--- src/rtl/shf_seq_d4c3_if.sv ---
// Handshake and shifter-facing bundle for the shift sequencer.
// slave = sequencer side, master = requester/consumer/shifter side.
interface shf_seq_d4c3_if #(
    parameter int CNT_W = 3
);
    logic             in_valid;
    logic             in_ready;
    logic [3:0]       in_d;
    logic [2:0]       in_op;
    logic [CNT_W-1:0] in_cnt;
    logic [3:0]       shf_d;
    logic [2:0]       shf_s;
    logic [3:0]       shf_y;
    logic             out_valid;
    logic             out_ready;
    logic [3:0]       out_q;
    logic             busy;

    modport slave (
        input  in_valid, in_d, in_op, in_cnt, shf_y, out_ready,
        output in_ready, shf_d, shf_s, out_valid, out_q, busy
    );

    modport master (
        output in_valid, in_d, in_op, in_cnt, shf_y, out_ready,
        input  in_ready, shf_d, shf_s, out_valid, out_q, busy
    );
endinterface

--- src/rtl/shf_seq_d4c3.sv ---
// Multi-cycle shift sequencer: feeds an external combinational 4-bit shifter
// from its accumulator and folds the result back once per cycle, cnt times.
module shf_seq_d4c3 #(
    parameter int CNT_W = 3
) (
    input  logic              clk,
    input  logic              rst_n,
    shf_seq_d4c3_if.slave     bus
);
    typedef enum logic [1:0] {
        IDLE = 2'd0,
        RUN  = 2'd1,
        DONE = 2'd2
    } state_t;

    state_t           state_q, state_d;
    logic [3:0]       acc_q, acc_d;
    logic [2:0]       op_q, op_d;
    logic [CNT_W-1:0] cnt_q, cnt_d;

    always_ff @(posedge clk) begin
        if (!rst_n) begin
            state_q <= IDLE;
            acc_q   <= 4'd0;
            op_q    <= 3'd0;
            cnt_q   <= '0;
        end else begin
            state_q <= state_d;
            acc_q   <= acc_d;
            op_q    <= op_d;
            cnt_q   <= cnt_d;
        end
    end

    always_comb begin
        state_d = state_q;
        acc_d   = acc_q;
        op_d    = op_q;
        cnt_d   = cnt_q;
        unique case (state_q)
            IDLE: begin
                if (bus.in_valid) begin
                    acc_d   = bus.in_d;
                    op_d    = bus.in_op;
                    cnt_d   = bus.in_cnt;
                    state_d = (bus.in_cnt == '0) ? DONE : RUN;
                end
            end
            RUN: begin
                // Exiting at cnt==1 keeps the decrement from ever wrapping.
                acc_d = bus.shf_y;
                cnt_d = cnt_q - CNT_W'(1);
                if (cnt_q == CNT_W'(1)) begin
                    state_d = DONE;
                end
            end
            DONE: begin
                if (bus.out_ready) begin
                    state_d = IDLE;
                end
            end
            default: begin
                state_d = IDLE;
            end
        endcase
    end

    assign bus.shf_d     = acc_q;
    assign bus.shf_s     = op_q;
    assign bus.out_q     = acc_q;
    assign bus.in_ready  = (state_q == IDLE);
    assign bus.out_valid = (state_q == DONE);
    assign bus.busy      = (state_q != IDLE);
endmodule
--- src/flat_wrapper.sv ---
// flat-port wrapper written by rule: the top's interface ports become plain ports
module shf_seq_d4c3_flat 
#(
    parameter int CNT_W = 3
)
  (clk, rst_n, bus_in_valid, bus_in_d, bus_in_op, bus_in_cnt, bus_shf_y, bus_out_ready, bus_in_ready, bus_shf_d, bus_shf_s, bus_out_valid, bus_out_q, bus_busy);
  shf_seq_d4c3_if #(.CNT_W(CNT_W)) bus_i ();
  input  logic clk;
  input  logic rst_n;
  input wire logic [$bits(bus_i.in_valid)-1:0] bus_in_valid;
  input wire logic [$bits(bus_i.in_d)-1:0] bus_in_d;
  input wire logic [$bits(bus_i.in_op)-1:0] bus_in_op;
  input wire logic [$bits(bus_i.in_cnt)-1:0] bus_in_cnt;
  input wire logic [$bits(bus_i.shf_y)-1:0] bus_shf_y;
  input wire logic [$bits(bus_i.out_ready)-1:0] bus_out_ready;
  output wire logic [$bits(bus_i.in_ready)-1:0] bus_in_ready;
  output wire logic [$bits(bus_i.shf_d)-1:0] bus_shf_d;
  output wire logic [$bits(bus_i.shf_s)-1:0] bus_shf_s;
  output wire logic [$bits(bus_i.out_valid)-1:0] bus_out_valid;
  output wire logic [$bits(bus_i.out_q)-1:0] bus_out_q;
  output wire logic [$bits(bus_i.busy)-1:0] bus_busy;
  assign bus_i.in_valid = bus_in_valid;
  assign bus_i.in_d = bus_in_d;
  assign bus_i.in_op = bus_in_op;
  assign bus_i.in_cnt = bus_in_cnt;
  assign bus_i.shf_y = bus_shf_y;
  assign bus_i.out_ready = bus_out_ready;
  assign bus_in_ready = bus_i.in_ready;
  assign bus_shf_d = bus_i.shf_d;
  assign bus_shf_s = bus_i.shf_s;
  assign bus_out_valid = bus_i.out_valid;
  assign bus_out_q = bus_i.out_q;
  assign bus_busy = bus_i.busy;
  shf_seq_d4c3 #(.CNT_W(CNT_W)) u_core (.clk(clk), .rst_n(rst_n), .bus(bus_i));
endmodule
--- config.mk ---
export PLATFORM = sky130hd
export DESIGN_NAME = shf_seq_d4c3_flat
export DESIGN_NICKNAME = d
export VERILOG_FILES = /design/src/rtl/shf_seq_d4c3_if.sv /design/src/rtl/shf_seq_d4c3.sv /design/src/flat_wrapper.sv
export SDC_FILE = /design/constraint.sdc
export NUM_CORES = 1
export LEC_CHECK = 0
export BUFFER_PORTS_ARGS = -buffer_cell sky130_fd_sc_hd__buf_4
export CAP_MARGIN = 30
export CELL_PAD_IN_SITES_DETAIL_PLACEMENT = 0
export CELL_PAD_IN_SITES_GLOBAL_PLACEMENT = 2
export CORE_MARGIN = 2
export CORE_UTILIZATION = 26
export DETAILED_ROUTE_END_ITERATION = 16
export PLACE_DENSITY = 0.87
export SKIP_CTS_REPAIR_TIMING = 1
export SYNTH_ARGS = -nofsm -noshare
export SYNTH_HDL_FRONTEND = slang
export SYNTH_SLANG_ARGS = --single-unit
--- constraint.sdc ---
create_clock -name clk -period 2 [get_ports clk]
set_input_delay 0.4 -clock clk [delete_from_list [all_inputs] [get_ports clk]]
set_output_delay 0.4 -clock clk [all_outputs]
set_load 0.01 [all_outputs]
==> flow_summary.yaml <==
run_status:
  status: "finished, final reports clean"
timing:
  finalCritPeriodShare_pct: 86.0
  slew_headroom_pct: 59.0
  finClkSkew_ns: 0.000478
  final-setup-viol-count: 0
  worst_pin_slew_ns: 0.614
  slew_viol_final: 0
  rsz0062_at_grt: "no"
  report.final.hold_viol_count: 0
  fmax_mhz: 582
  hold_ws_ns: 0.370
  setup_tns_ns: 0
  period_needed_ns: 1.72
critical_path:
  criticalPathCategory: "reg2out"
  r2r_setup_slack_ns: 0.49
  crit_path_end_kind: "primary output"
  r2r_cells: 3
  crit_fanout: 17
  required_ns: 1.60
  cpMaxStageDelayCell: "dfxtp_1"
  critical_path_arrival_ns: 1.32
  worstReg2RegStart: "u_core.state_q[0]"
  start_kind: "flip-flop"
  cpPeakStageDelay_ns: 0.72
  path_cells: "nor2_1, inv_1, buf_4"
  reg2reg_to: "u_core.cnt_q[2]"
power:
  switching_share_pct: 30.2
  intPower_uw: 511
  switchingPower_uw: 220
  seq_power_share_pct: 42.5
  pwr-share-clk_pct: 26.6
  power-per-cell-area_nw_per_um2: 799
  combPwrFrac_pct: 30.8
  cellLeakagePower_nw: 0.452
  ir_worst_vdd_v: 0.000315
layout:
  most-common-layout-cells: "buf_4 (31), dfxtp_1 (12), nand2_1 (9)"
  final_common_cell: "buf_4"
  final_cell_area_um2: 915
  n_antenna_cell: 0
  nets: 122
  drive_above_1_share_pct: 39.6
  area_growth_pct: 36.9
cts:
  cts-root-buf: "clkbuf_4"
  clock-sinks: 12
  cts_buffer_depth: 2
  path_clk_slew_ns: 0.08
  cts_buffers: 3
  cts_tree: "yes"
  clk_latency_ns: 0.27
  htree_levels: 1
route:
  via_per_inst: 4.56
  ant_nets: 0
  drt_iter0_markers: 4
  vias: 597
  firstDrtPassIters: 4
  wl_um: 1500
  wl_per_cell_um: 11.5
  remaining_drc_errors: 0
global_route:
  grt_max_degree: 18
  antenna_found_initial: 0
  first_global_vias: 550
  overflow: 0
  grt_pass1_wl_um: 2380
  track_usage_pct: 11.2
yosys:
  syn-num-nets: 94
  syn_avg_cell_area_um2: 9.03
  syn-cell-area_um2: 668
  yosysWarnings: 0
  synthAdderAreaFrac_pct: 3.75
  syn-instance-count: 74
  netlist-cell-type-count: 26
  post_synth_and_or_nand_nor_area_fraction_pct: 20.4
  synth_mux_area_share_pct: 7.49
  async_flop_share_pct: 0
  synth_xor_area_share_pct: 0
  synth-main-ff-cell: "dfxtp_1"
  synth_compound_area_share_pct: 20.6
  synth_seq_cells: 12
  synth_edf_count: 0
  seq_area_frac_synth_pct: 36.0
  synth_top_family_by_area: "compound AO/OA/AOI/OAI gates"
placed_design:
  place_hpwl_um: 1140
  dpl-instance-area_um2: 878
  portBuffers: 31
  globalplace.congestion: 0.698
worst_hold_path:
  hold_depth: 3
  hp-start: "bus_in_op[2]"
  hold_class: "in2reg"
  hold_end: "u_core.bus.shf_s[2]"
die:
  num_rows: 18
  start_util_pct: 27.2
  fp.dieW_um: 54.7
  die_h_um: 54.7
  io_pins: 32
  dieArea_um2: 2990
  core_area_um2: 2450
flow_run:
  drv_cap: 0
-- worst max-delay path by stage --
stage / startpoint / end
after floorplan: u_core.cnt_q[0] / u_core.cnt_q[2]
after global placement: u_core.state_q[0] / u_core.cnt_q[2]
after detailed placement: u_core.state_q[0] / u_core.cnt_q[2]
after CTS: u_core.state_q[0] / bus_busy
after global routing: u_core.state_q[0] / bus_busy
final: u_core.state_q[0] / bus_busy
-- kinds of logic after synthesis --
kind of cell,Yosys count
AO/OA/AOI/OAI,17
multiplexers,5
adder cells (fa/ha/maj),2
flip-flops,12
AND/OR/NAND/NOR,25
buffers and inverters,13
-- layer usage --
layer  wire [um]  share of wire [%]  vias to the layer above  GRT usage, %
met1         643                 43                      269          13.1
met4           0                  0                        0          3.75
met2         732                 49                       23          18.8
met3         127                8.4                        0          3.83
met5           0                  0                        -             0
li1            -                  -                      305             -
-- area by class of cell --
cell class,instances,area (um^2)
Clock buffer,4,36.3
Fill cell,255,1540
Inverter,5,18.8
Multi-Input combinational cell,49,349
Sequential cell,12,240
Tap cell,30,37.5
Timing Repair Buffer,31,233
-- worst max-delay path: cells and delay by family, from the launching register on --
| family | cells | cell delay (ns) |
|---|---|---|
| flops | 1 | 0.72 |
| simple gates | 1 | 0.14 |
| buf+inv | 2 | 0.19 |
-- registers in the layout (all words and copies together), names as in the netlist --
register,count
u_core.bus.out_q,4
u_core.state_q,2
u_core.cnt_q,3
u_core.bus.shf_s,3
-- synth_stat cells (2+ instances only) --
cell type | number | share of area [%]
ha_1 | 2 | 3.7
a31oi_1 | 2 | 1.9
a21oi_1 | 3 | 2.2
o211a_1 | 5 | 7.5
buf_4 | 6 | 6.7
dfxtp_1 | 12 | 36
inv_1 | 5 | 2.8
nor3_1 | 2 | 1.5
mux2i_1 | 5 | 7.5
nor2_1 | 4 | 2.2
nand2_1 | 9 | 5.1
nand2b_1 | 4 | 3.7
a21boi_0 | 2 | 2.2
-- power by group through the flow --
| stage | Combinational, mW | Sequential (mW) | Clock, mW |
|---|---|---|---|
| detailed placement | 0.229 | 0.317 | 0 |
| CTS | 0.229 | 0.311 | 0.207 |
| global route | 0.252 | 0.318 | 0.221 |
| floorplan | 0.158 | 0.305 | 0 |
| finish | 0.226 | 0.311 | 0.195 |
| global placement | 0.226 | 0.314 | 0 |
-- metrics by stage --
stage                     util, %  total power, mW  instances  setup slack [ns]
after floorplan                 -            0.463         74             0.805
final                        37.3            0.731        131             0.280
after global placement       35.8            0.540        127             0.540
after global routing         37.3            0.791        131             0.145
after detailed placement     35.8            0.546        127             0.471
after CTS                    37.3            0.748        131             0.253
(Power assumes the default switching activity.)
